**src/rtl/button_debouncer.sv**
```systemverilog
// Push-button conditioner: two-flop synchroniser, debounce FSM, clean level plus press/release/hold pulses.
// Define HOLD_DETECT_EN to build the long-press counter; otherwise BTN_HOLD is tied low.
module button_debouncer #(
    parameter int DEBOUNCE_LIMIT = 120000,
    parameter int HOLD_LIMIT     = 12000000
) (
    input  logic CLK,
    input  logic RST,
    input  logic BTN_RAW,
    output logic BTN_LEVEL,
    output logic BTN_PRESS,
    output logic BTN_RELEASE,
    output logic BTN_HOLD
);

    localparam int DW = $clog2(DEBOUNCE_LIMIT);
    localparam logic [DW-1:0] DMAX = DW'(DEBOUNCE_LIMIT - 1);

    typedef enum logic [1:0] {
        IDLE         = 2'd0,
        PRESS_WAIT   = 2'd1,
        PRESSED      = 2'd2,
        RELEASE_WAIT = 2'd3
    } state_t;

    state_t        state, state_nx;
    logic          sync1, sync2;
    logic [DW-1:0] dcnt, dcnt_nx;
    logic          level_nx, press_nx, release_nx;
    logic          d_done;

    assign d_done = (dcnt == DMAX);

    always_ff @(posedge CLK) begin
        if (RST) begin
            sync1       <= 1'b0;
            sync2       <= 1'b0;
            state       <= IDLE;
            dcnt        <= '0;
            BTN_LEVEL   <= 1'b0;
            BTN_PRESS   <= 1'b0;
            BTN_RELEASE <= 1'b0;
        end else begin
            sync1       <= BTN_RAW;
            sync2       <= sync1;
            state       <= state_nx;
            dcnt        <= dcnt_nx;
            BTN_LEVEL   <= level_nx;
            BTN_PRESS   <= press_nx;
            BTN_RELEASE <= release_nx;
        end
    end

    // Any reversal of sync2 during a WAIT state abandons the qualification.
    always_comb begin
        state_nx = state;
        dcnt_nx  = dcnt;
        case (state)
            IDLE: begin
                if (sync2) begin
                    state_nx = PRESS_WAIT;
                    dcnt_nx  = '0;
                end
            end
            PRESS_WAIT: begin
                if (!sync2)      state_nx = IDLE;
                else if (d_done) state_nx = PRESSED;
                else             dcnt_nx  = dcnt + 1'b1;
            end
            PRESSED: begin
                if (!sync2) begin
                    state_nx = RELEASE_WAIT;
                    dcnt_nx  = '0;
                end
            end
            RELEASE_WAIT: begin
                if (sync2)       state_nx = PRESSED;
                else if (d_done) state_nx = IDLE;
                else             dcnt_nx  = dcnt + 1'b1;
            end
            default: state_nx = IDLE;
        endcase
    end

    always_comb begin
        level_nx   = BTN_LEVEL;
        press_nx   = 1'b0;
        release_nx = 1'b0;
        case (state)
            PRESS_WAIT: begin
                if (sync2 && d_done) begin
                    level_nx = 1'b1;
                    press_nx = 1'b1;
                end
            end
            RELEASE_WAIT: begin
                if (!sync2 && d_done) begin
                    level_nx   = 1'b0;
                    release_nx = 1'b1;
                end
            end
            default: ;
        endcase
    end

`ifdef HOLD_DETECT_EN
    localparam int HW = $clog2(HOLD_LIMIT);
    localparam logic [HW-1:0] HMAX = HW'(HOLD_LIMIT - 1);

    logic [HW-1:0] hcnt;
    logic          hold_done;

    // hcnt parks at HMAX; hold_done keeps the pulse to once per press.
    // Nothing counts outside PRESSED, so a bounce only pauses the count.
    always_ff @(posedge CLK) begin
        if (RST) begin
            hcnt      <= '0;
            hold_done <= 1'b0;
            BTN_HOLD  <= 1'b0;
        end else begin
            BTN_HOLD <= 1'b0;
            if (press_nx) begin
                hcnt      <= '0;
                hold_done <= 1'b0;
            end else if (state == PRESSED && sync2) begin
                if (hcnt == HMAX) begin
                    if (!hold_done) begin
                        BTN_HOLD  <= 1'b1;
                        hold_done <= 1'b1;
                    end
                end else begin
                    hcnt <= hcnt + 1'b1;
                end
            end
        end
    end
`else
    logic unused_hold_limit;
    assign unused_hold_limit = (HOLD_LIMIT != 0);
    assign BTN_HOLD = 1'b0;
`endif

endmodule

```
**config.mk**
```make
export PLATFORM = sky130hd
export DESIGN_NAME = button_debouncer
export DESIGN_NICKNAME = d
export VERILOG_FILES = /design/src/rtl/button_debouncer.sv
export SDC_FILE = /design/constraint.sdc
export NUM_CORES = 1
export LEC_CHECK = 0
export BUFFER_PORTS_ARGS = -buffer_cell sky130_fd_sc_hd__buf_2
export CELL_PAD_IN_SITES_DETAIL_PLACEMENT = 1
export CELL_PAD_IN_SITES_GLOBAL_PLACEMENT = 2
export CORE_ASPECT_RATIO = 0.7
export CORE_MARGIN = 4
export CORE_UTILIZATION = 36
export DETAILED_ROUTE_END_ITERATION = 7
export PLACE_DENSITY_LB_ADDON = 0.15
export SLEW_MARGIN = 20
export SYNTH_ARGS = -nofsm -noshare
export SYNTH_HDL_FRONTEND = slang
export SYNTH_SLANG_ARGS = --single-unit
```
**constraint.sdc**
```tcl
create_clock -name CLK -period 2.35 [get_ports CLK]
set_clock_uncertainty 0.1 [all_clocks]
set_input_delay 0.235 -clock CLK [delete_from_list [all_inputs] [get_ports CLK]]
set_output_delay 0.235 -clock CLK [all_outputs]
set_load 0.05 [all_outputs]
```
==> results of run 1 <==
per-layer routing:
layer,global-route usage [%],vias up
met4,3.30,0
met3,4.01,4
li1,-,527
met5,0,-
met2,22.3,24
met1,23.5,524
per-stage QoR:
stage	hold slack, ns	total power [mW]
final	0.0675	0.823
after global routing	0.0613	0.853
after CTS	0.0620	0.834
after detailed placement	0.328	0.463
after global placement	0.319	0.462
after floorplan	0.263	0.452
critical path: cells and delay by family, from the launching register on:
kind | cells | cell delay (ns)
AO/OA/AOI/OAI | 1 | 0.31
flip-flops | 1 | 0.39
AND/OR/NAND/NOR | 3 | 1.25
cell usage in the layout, fill, tap and decap left out, types with 2 or more instances in the layout:
cell / n
buf_2: 5
nor2b_1: 3
nor3_1: 2
a21oi_1: 10
inv_1: 2
buf_4: 4
nand2_1: 14
nor4_1: 2
or4_1: 4
dfxtp_1: 24
o31ai_1: 2
nand3_1: 9
mux2i_1: 2
o21ai_0: 4
nor2_1: 17
clkbuf_8: 3
nor3b_1: 2
xnor2_1: 5
or3_1: 6
nand4_1: 6
or4bb_1: 2
power groups by stage:
stage	registers [mW]	logic [mW]	clock network (mW)
after floorplan	0.428	0.0240	0
after global placement	0.424	0.0383	0
after detailed placement	0.424	0.0389	0
after CTS	0.414	0.0391	0.381
after global routing	0.415	0.0431	0.394
final	0.414	0.0390	0.370
flip-flops by register name, summed over array words and instances (netlist names), named ones only:
register	count
dcnt	17
BTN_PRESS	1
sync1	1
BTN_LEVEL	1
BTN_RELEASE	1
state	1
sync2	1
logic make-up (layout without fill, tap and decap cells):
group	count (synthesis)	count (layout)
xor gates and xnor gates	7	7
and+or+nand+nor	76	76
muxes	2	2
AOI/OAI and AO/OA	23	23
adders and majority gates	1	1
DFF	24	24
buffers and inverters	8	15
other	1	1
cell type report:
type / count / area, sq um
flip-flops and latches: 24 / 480
repair buffers: 9 / 55.1
well taps: 38 / 47.5
inverters: 2 / 7.51
clock buffers: 3 / 41.3
clock inverters: 1 / 30.0
multi-input cells: 110 / 687
fillers: 385 / 1820
worst paths after layout:
path,startpoint,to,slack [ns],cells past startpoint
min reg2reg,sync1$_SDFF_PP0_,sync2$_SDFF_PP0_,0.35,1
min,BTN_RAW,sync1$_SDFF_PP0_,0.07,2
max,dcnt[12]$_SDFFE_PP0P_,dcnt[0]$_SDFFE_PP0P_,0.21,4
max reg2reg,dcnt[12]$_SDFFE_PP0P_,dcnt[0]$_SDFFE_PP0P_,0.21,4
==> flow_metrics.tcl, run 1 <==
set metrics [dict create \
    met1Wirelength_mm 1.62 \
    dr.max_layer_used "met4" \
    wirelength_mm 3.12 \
    relSlewSlack_pct 62.6 \
    cts_root_buf "clkbuf_8" \
    grt_max_degree 15 \
    synth_top_cell_by_area "dfxtp_1" \
    yosys-top-cells-count "dfxtp_1 (24), nor2_1 (17), nand2_1 (14)" \
    clock_path_buffers 2 \
    gp_congestion 0.805 \
    drt_iter0_drc 66 \
    fin_area_sq_um 1350 \
    drc 0 \
    gr-total-overflow 0 \
    numCtsBuffers 3 \
    clock_latency_ns 0.27 \
    cp_slowest_cell "or4bb_1" \
    syn_to_final_growth_pct 12.2 \
    p_comb_share_pct 4.7 \
    peakVddDrop_mv 0.311 \
    worst_pin_slew_ns 0.557 \
    post-place-ws_ns 0.213 \
    clock_power_share_pct 44.9 \
    finalNetCount 154 \
    grt_first_pass_wirelength_mm 5.40 \
    seq_power_share_pct 50.3 \
    synth_mux_area_share_pct 1.66 \
    postCtsSetupBuffers 0 \
    grtUsageTotal_pct 15.6 \
    required_ns 2.43 \
    p_switching_mw 0.174 \
    async_flop_share_pct 0 \
    cts_tree "built" \
    yosys-top-cells-area "dfxtp_1 (40%), nor2_1 (5.3%), nand2_1 (4.4%)" \
    vias 1079 \
    cp-end-kind "flip-flop" \
    leakage_nw 0.473 \
    synth_top_family_by_area "simple AND/OR/NAND/NOR gates" \
    routedWlPerCell_um 16.7 \
    htree_levels 1 \
    fin_tns_setup_ns 0 \
    arrival_ns 2.22 \
    syn-num-nets 146 \
    switching_share_pct 21.2 \
    io_pins 7 \
    rsz0062_at_grt "no" \
    cts.reportedPaths.clkPinSlew_ns 0.09 \
    clock-sinks 24 \
    status "finished clean" \
    synthSimpleGateAreaFrac_pct 36.6 \
    p_per_area_nw_per_um2 610 \
    syn_inst 142 \
    synth_area_sq_um 1200 \
    initial_utilization_pct 37.9 \
    drive_above_1_share_pct 14.8 \
    setup_viol 0 \
    power.internal_mw 0.649 \
    port_buffers 5 \
    wl_met2_mm 1.30 \
    post-place-cells 183 \
    final_util_pct 42.6 \
    ys_types 41 \
    fp.dieW_um 77.1 \
    grt_pass1_vias 1062 \
    drv_slew 0 \
    synth_adder_area_share_pct 1.04 \
    cp_max_fo 7 \
    final_antenna_net_count 0 \
    syn_area_per_cell_sq_um 8.47 \
    fp.dieH_um 56.4 \
    synth-edff-count 0 \
    row_count 17 \
    cts-resized-gates 0 \
    synth-xor-area-share_pct 5.72 \
    cp_slowest_stage_delay_ns 0.57 \
    ys_ff_latch 24 \
    hpwl_mm 2.41 \
    synth_top_area_share_pct 40.0 \
    max-cap-violations 0 \
    worstHoldPathType "input port to flip-flop" \
    antenna_cells 0 \
    finalHoldViolations 0 \
    placedInstanceArea_sq_um 1280 \
    max_freq_mhz 467 \
    yosysWarnings 0 \
    fin_crit_sh_pct 91.1 \
    met3_length_um 175 \
    startpoint_type "flip-flop" \
    antenna_found_initial 0 \
    period_minus_slack_ns 2.14 \
    die_area_sq_um 4340 \
    synth_compound_area_share_pct 11.8 \
    ys_seq_area_share_pct 40.0 \
    path_class "flip-flop to flip-flop" \
    path_cells "or4bb_1 > nor4_4 > nand2_2 > a311oi_1" \
    core_sq_um 3170 \
    synth_ff_type "dfxtp_1" \
    firstDrtPassIters 4 \
    cts_hold_buffers 0 \
    instances_no_fill 187 \
    worst_slack_ns 0.209 \
    synth.most_common_cell "dfxtp_1" \
    vias_per_cell 5.77 \
]
Note: power is estimated with default switching activity, not from simulation.
==> run 2, diff against run 1 <==
==> constraint.sdc (replaced) <==
create_clock -name CLK -period 2.35 [get_ports CLK]
set_clock_uncertainty 0.1 [all_clocks]
set_input_delay 0.1175 -clock CLK [delete_from_list [all_inputs] [get_ports CLK]]
set_output_delay 0.1175 -clock CLK [all_outputs]
set_load 0.05 [all_outputs]
==> run 2 against run 1 <==
Against the previous run:
- sequential power about the same
- flip-flop and latch count unchanged
- wire length up 0.83%
- fmax down 0.22%
- hold slack worse by 0.0099 ns
- combinational power up 4%
- setup slack worse by 0.0046 ns
- register-to-register slack about the same
- clock power about the same
- via count unchanged
- count of clock-buffer cells in the layout unchanged
- largest power group unchanged
==> flow_metrics.tcl, run 2 (synthesis results as in run 1) <==
set metrics [dict create \
    fin_total_pwr_mw 0.823 \
    row_count 17 \
    finalHoldViolations 0 \
    postCtsSetupBuffers 0 \
    final_common_cell "dfxtp_1" \
    placedInstanceArea_sq_um 1280 \
    hold_slack_ns 0.0576 \
    port_buffers 5 \
    rsz0062_at_grt "no" \
    clock_latency_ns 0.27 \
    final_util_pct 42.9 \
    cp-end-kind "flip-flop" \
    cts_root_buf "clkbuf_8" \
    rr_worst_depth 5 \
    hpwl_mm 2.41 \
    hold_path_end "dcnt[1]$_SDFFE_PP0P_" \
    wirelength_mm 3.15 \
    cts.reportedPaths.clkPinSlew_ns 0.09 \
    relSlewSlack_pct 61.7 \
    core_sq_um 3170 \
    antenna_cells 0 \
    fp.dieH_um 56.4 \
    worstHoldStart "RST" \
    die_area_sq_um 4340 \
    arrival_ns 2.27 \
    cts_tree "built" \
    fin_crit_sh_pct 91.3 \
    largest_register "dcnt" \
    worst_slack_ns 0.204 \
    min_delay_path_depth 2 \
    period_minus_slack_ns 2.15 \
    worstHoldPathType "input port to flip-flop" \
    leakage_nw 0.477 \
    initial_utilization_pct 37.9 \
    clock_path_buffers 2 \
    firstDrtPassIters 4 \
    status "finished clean" \
    numCtsBuffers 3 \
    mostFrequentLayoutCells "dfxtp_1 (24), nor2_1 (17), nand2_1 (14)" \
    required_ns 2.47 \
    drive_above_1_share_pct 14.7 \
    grtUsageTotal_pct 15.7 \
    cp_max_fo 8 \
    setup_viol 0 \
    regToRegEndpoint "dcnt[7]$_SDFFE_PP0P_" \
    max-cap-violations 0 \
    instances_no_fill 188 \
    gp_congestion 0.805 \
    htree_levels 1 \
    fin_tns_setup_ns 0 \
    p_per_area_nw_per_um2 605 \
    drv_slew 0 \
    max_freq_mhz 466 \
    drt_iter0_drc 60 \
    grt_max_degree 15 \
    rrSetupSlack_ns 0.20 \
    startpoint_type "flip-flop" \
    finalNetCount 155 \
    antenna_found_initial 0 \
    largest_register_ffs 17 \
    final_antenna_net_count 0 \
    path_class "flip-flop to flip-flop" \
    vias 1079 \
    clock-sinks 24 \
    grt_first_pass_wirelength_mm 5.42 \
    post-place-cells 183 \
    drc 0 \
    peakVddDrop_mv 0.301 \
    fp.dieW_um 77.1 \
    fin_area_sq_um 1360 \
    gr-total-overflow 0 \
    worst_pin_slew_ns 0.570 \
    syn_to_final_growth_pct 13.0 \
    io_pins 7 \
    grt_pass1_vias 1068 \
    post-place-ws_ns 0.213 \
    cts-resized-gates 0 \
    vias_per_cell 5.74 \
    routedWlPerCell_um 16.7 \
]
[run 2: critical path, stage by stage, from the launching register on]
cell     delay, ns
dfxtp_1       0.39
xnor2_1       0.51
nor2_1        0.13
or2_2         0.40
or4_1         0.49
nand2_1       0.07
[run 2: area by class of cell]
cell class	count	area [sq um]
Tap cell	38	47.5
Clock inverter	1	30.0
Inverter	2	7.51
Clock buffer	3	41.3
Sequential cell	24	480
Fill cell	384	1810
Multi-Input combinational cell	110	687
Timing Repair Buffer	10	65.1
[run 2: what timing repair did]
item / CTS / global route
hold endpoints to repair: 1 / 0
endpoints found under the setup margin: 0 / 0
hold buffers: 1 / 0
[run 2: worst max path at each step]
stage                           from  slack (ns)                    to
6_report                   flip-flop        0.20  dcnt[7]$_SDFFE_PP0P_
5_1_grt        dcnt[12]$_SDFFE_PP0P_        0.07  dcnt[6]$_SDFFE_PP0P_
4_1_cts        dcnt[12]$_SDFFE_PP0P_        0.18  dcnt[0]$_SDFFE_PP0P_
3_5_place_dp   dcnt[12]$_SDFFE_PP0P_        0.21  dcnt[0]$_SDFFE_PP0P_
3_3_place_gp   dcnt[12]$_SDFFE_PP0P_        0.23  dcnt[6]$_SDFFE_PP0P_
2_1_floorplan   dcnt[8]$_SDFFE_PP0P_        0.48  dcnt[5]$_SDFFE_PP0P_
[run 2: where the power goes]
group / switching [mW] / total (mW) / internal [mW]
combinational: 0.0284 / 0.0404 / 0.0120
clock: 0.140 / 0.368 / 0.228
sequential: 0.00424 / 0.414 / 0.410
total: 0.173 / 0.823 / 0.650
[run 2: layer usage]
layer | up-vias | track usage [%] | share of wire (%)
met3 | 4 | 4.01 | 7.3
met5 | - | 0 | 0
li1 | 525 | - | -
met4 | 0 | 3.30 | 0.73
met1 | 524 | 23.6 | 50
met2 | 26 | 22.5 | 42
